**src/rtl/dense_neuron_mac.sv**
```systemverilog
// rtl/dense_neuron_mac.sv - streaming multiply-accumulate for one dense-layer neuron
// Takes N_INPUTS activation/weight beats, adds a bias, and holds the sum until downstream takes it.
module dense_neuron_mac #(
  parameter int WIDTH    = 8,
  parameter int N_INPUTS = 4
) (
  input  logic                        clk,
  input  logic                        rst_n,
  input  logic                        in_valid,
  output logic                        in_ready,
  input  logic signed [WIDTH-1:0]     data_in,
  input  logic signed [WIDTH-1:0]     weight_in,
  input  logic signed [2*WIDTH-1:0]   bias,
  output logic                        out_valid,
  input  logic                        out_ready,
  output logic signed [4*WIDTH-1:0]   acc_out
);

  typedef enum logic [1:0] {IDLE, ACCUM, DONE} state_t;

  localparam logic [7:0] LAST = 8'(N_INPUTS - 1);

  state_t                      state;
  logic [7:0]                  cnt;
  logic signed [4*WIDTH-1:0]   acc;
  logic signed [2*WIDTH-1:0]   prod;
  logic signed [4*WIDTH-1:0]   prod_ext;
  logic signed [4*WIDTH-1:0]   bias_ext;

  assign prod     = data_in * weight_in;
  assign prod_ext = {{(2*WIDTH){prod[2*WIDTH-1]}}, prod};
  assign bias_ext = {{(2*WIDTH){bias[2*WIDTH-1]}}, bias};
  assign acc_out  = acc;

  // in_ready/out_valid are registered alongside the state so they decode nothing combinationally
  always_ff @(posedge clk or negedge rst_n) begin
    if (!rst_n) begin
      state     <= IDLE;
      cnt       <= 8'd0;
      acc       <= '0;
      in_ready  <= 1'b1;
      out_valid <= 1'b0;
    end else begin
      case (state)
        IDLE, ACCUM: begin
          if (in_valid && in_ready) begin
            acc <= ((state == IDLE) ? bias_ext : acc) + prod_ext;
            if (cnt == LAST) begin
              state     <= DONE;
              cnt       <= 8'd0;
              in_ready  <= 1'b0;
              out_valid <= 1'b1;
            end else begin
              state <= ACCUM;
              cnt   <= cnt + 8'd1;
            end
          end
        end
        DONE: begin
          if (out_ready) begin
            state     <= IDLE;
            in_ready  <= 1'b1;
            out_valid <= 1'b0;
          end
        end
        default: begin
          state     <= IDLE;
          cnt       <= 8'd0;
          in_ready  <= 1'b1;
          out_valid <= 1'b0;
        end
      endcase
    end
  end

endmodule

```
**config.mk**
```make
export PLATFORM = sky130hd
export DESIGN_NAME = dense_neuron_mac
export DESIGN_NICKNAME = d
export VERILOG_FILES = /design/src/rtl/dense_neuron_mac.sv
export SDC_FILE = /design/constraint.sdc
export NUM_CORES = 1
export LEC_CHECK = 0
export CORE_MARGIN = 4
export CORE_UTILIZATION = 39
export CTS_BUF_LIST = sky130_fd_sc_hd__clkbuf_16
export DETAILED_ROUTE_END_ITERATION = 8
export PLACE_DENSITY = 0.63
export SETUP_SLACK_MARGIN = 0.3
export SYNTH_ARGS = -nofsm -noshare
export SYNTH_HDL_FRONTEND = slang
export SYNTH_SLANG_ARGS = --single-unit
```
**constraint.sdc**
```tcl
create_clock -name clk -period 7.6 [get_ports clk]
set_clock_uncertainty 0.2 [all_clocks]
set_input_delay 1.52 -clock clk [delete_from_list [all_inputs] [get_ports clk]]
set_output_delay 1.52 -clock clk [all_outputs]
set_load 0.02 [all_outputs]
```
==> metrics.yaml <==
ys_types: 49
hold_viol_final: 0
first_pass_iters: 4
rsz0062_at_grt: "false"
syn2layout_area_growth_pct: 17.5
cts_tree: "built"
p_leak_nw: 4.29
cts_hold_buf: 0
setup_slack_ns: 0.548
routed_wl_um: 17300
setup_violations: 0
clk_latency_ns: 0.29
cts_max_path_buffers: 2
final_cells: 1066
place_hpwl_um: 14200
die_area_um2: 21100
die_w_um: 145
tns_ns: 0
wl_per_cell_um: 16.2
avgViaCountPerCell: 5.05
cts_made_buffers: 5
ys_seq_area_frac: 0.150
drc: 0
crit_path_end_kind: "flip-flop"
cap_violations: 0
synthArstFlopShare: 1.00
yosysWarningCount: 0
rows: 49
p_per_area_nw_per_um2: 400
cts_root_buffer: "clkbuf_16"
fill_cells: 1748
clk_pin_slew_worst_paths_ns: 0.07
max_freq_ghz: 0.142
synthSimpleGateAreaFrac: 0.125
drive_gt1_frac: 0.0645
nNetsFinal: 1079
synth.area.mux_share: 0.0206
worstPathRequired_ns: 7.60
drtAntennaViolNets: 0
io_pins: 70
cts.sinks: 44
die_h_um: 145
synth_fa_ha_area_frac: 0.491
slew_headroom: 0.323
place.gp.congestion: 0.813
synth_top_area_frac: 0.370
grt_pass1_wl_um: 30500
drv_slew: 0
crit_type: "input port to flip-flop"
drt_iter0_markers: 181
yosys.area_share.xor_xnor: 0.0321
total_power_w: 0.00346
worst_pin_slew_ns: 1.01
ir_drop_mv: 0.229
grt_overflow: 0
synth-compound-area-share: 0.111
synth_top_family_by_area: "adder cells"
fin_area_um2: 8640
synthesis.nets: 994
synth_seq_cells: 44
synth_edf_count: 0
synthTopCellsByArea: "fa_1 37%, dfrtp_1 15%, ha_1 12%"
cp_max_fo: 15
port_buffers: 69
hold_path.class: "flip-flop to flip-flop"
synthCells: 751
vias: 5381
num_antenna_cells: 0
status: "finished, final reports clean"
dp_cells: 1057
yosysTopAreaCell: "fa_1"
pre_cts_ws_ns: 0.0168
grt_max_degree: 58
coreArea_um2: 18300
antenna_found_initial: 0
placed_area_um2: 8450
grt_usage: 0.174
crit_arrival_ns: 7.05
initial_utilization: 0.403
start_kind: "input port"
final.period_utilization: 0.928
htree_levels: 2
avgSynthCellArea_um2: 9.80
layout_min_cycle_time_ns: 7.05
synth_ff_type: "dfrtp_1"
netlist_area_um2: 7360
grt_pass1_vias: 5894
## Yosys cell counts (2+ instances only)
cell type    n
nor2b_1      2
a21o_1      10
o21a_1       3
nand2b_1     4
xor2_1       9
a31oi_1      3
o31ai_1      4
o311ai_0     2
nand2_1     89
a22o_1       2
nor3_1       6
buf_2        3
nor2_1      31
and2_1      34
dfrtp_1     43
or2_2        4
nand3_1      6
o21ai_1      3
clkbuf_1     9
fa_1       136
xnor2_1     18
o21bai_1     5
a311oi_1     2
or4_1        2
a211oi_1     5
and3_1       9
a21oi_1     38
o21ai_0     42
mux2i_1     14
o21ai_2      4
ha_1        71
inv_1      121
## cell type report
type / instances / area, um2 / area share
Multi-Input combinational cell: 571 / 5760 / 0.667
Inverter: 122 / 462 / 0.0534
Clock buffer: 5 / 125 / 0.0145
Timing Repair Buffer: 92 / 886 / 0.102
Tap cell: 229 / 287 / 0.0331
Sequential cell: 44 / 1100 / 0.128
Clock inverter: 3 / 18.8 / 0.00217
## power by group
part	internal, W	total, W	switching (W)	leakage, nW
Clock	0.000121	0.000225	0.000104	0.0635
Sequential	0.000234	0.000234	0	0.611
Combinational	0.00133	0.00300	0.00167	3.62
Total	0.00168	0.00346	0.00178	4.29
## timing repair
action                                 CTS  global route
setup buffers                            0             1
endpoints found under the hold margin    0             0
gates resized for setup                  0            13
setup endpoints to repair                0            14
## state kept, by name, indices dropped and copies added, names as in the netlist
name	flops
acc_out	32
cnt	8
in_ready	1
out_valid	1
state	2
## cell usage in the layout, fill, tap and decap left out, drive strengths merged, types with 2 or more instances in the layout
cell	instances
a21oi	38
clkdlybuf4s50	62
o31ai	4
nand2b	4
inv	121
nor2b	2
dlymetal6s2s	6
or2	4
o311ai	2
a22o	2
clkinvlp	3
o21bai	5
fa	136
o21a	3
nand2	89
and2	34
a211oi	6
dfrtp	43
clkbuf	5
buf	24
a31oi	3
ha	71
mux2i	14
a21o	11
xor2	9
nor2	32
or4	2
nand3	6
nor3	7
o21ai	49
a311oi	3
and3	9
xnor2	18
## routing by layer
metal / share of wire / global-route usage / up-vias
met1: 0.47 / 0.251 / 2691
met4: 0.0083 / 0.0304 / 0
met2: 0.49 / 0.286 / 103
met5: 0 / 0 / -
li1: - / - / 2578
met3: 0.037 / 0.0230 / 9
## cell families (layout without fill, tap and decap cells)
family | count (synthesis) | in the layout
compound gates | 128 | 128
xor+xnor | 27 | 27
fa+ha+maj | 207 | 207
buf+inv | 136 | 222
flops | 44 | 44
mux | 15 | 15
simple gates | 194 | 194
## worst paths after layout
kind	from	endpoint	slack [ns]	depth (start not counted)
setup / recovery	weight_in[0]	acc_out[30]$_DFFE_PN0P_	0.55	20
hold / removal	in_ready$_DFFE_PN1P_	in_ready$_DFFE_PN1P_	0.27	2
setup reg to reg	state[1]$_DFFE_PN0P_	acc_out[30]$_DFFE_PN0P_	1.22	18
hold reg to reg	in_ready$_DFFE_PN1P_	in_ready$_DFFE_PN1P_	0.27	2
max in group asynchronous	rst_n	acc_out[19]$_DFFE_PN0P_	5.66	2
min in group asynchronous	rst_n	state[1]$_DFFE_PN0P_	1.13	2
## stage by stage
| stage | hold slack, ns | utilization |
|---|---|---|
| final | 0.268 | 0.473 |
| after CTS | 0.276 | 0.470 |
| after detailed placement | 0.266 | 0.462 |
| after floorplan | 0.270 | - |
| after global routing | 0.307 | 0.473 |
| after global placement | 0.260 | 0.462 |
## worst max-delay path, stage by stage
cell	delay, ns
clkdlybuf4s50_1	0.53
and2_1	0.17
inv_1	0.07
buf_12	0.16
fa_1	0.48
inv_1	0.06
fa_1	0.52
fa_1	0.43
fa_1	0.49
fa_1	0.44
ha_1	0.33
o21a_1	0.25
or4_1	0.54
o21ai_4	0.13
buf_4	0.14
nor3_1	0.04
nor2_1	0.22
a211oi_1	0.14
o21a_1	0.19
o31ai_1	0.21
Power figures use the tool's default switching activity.
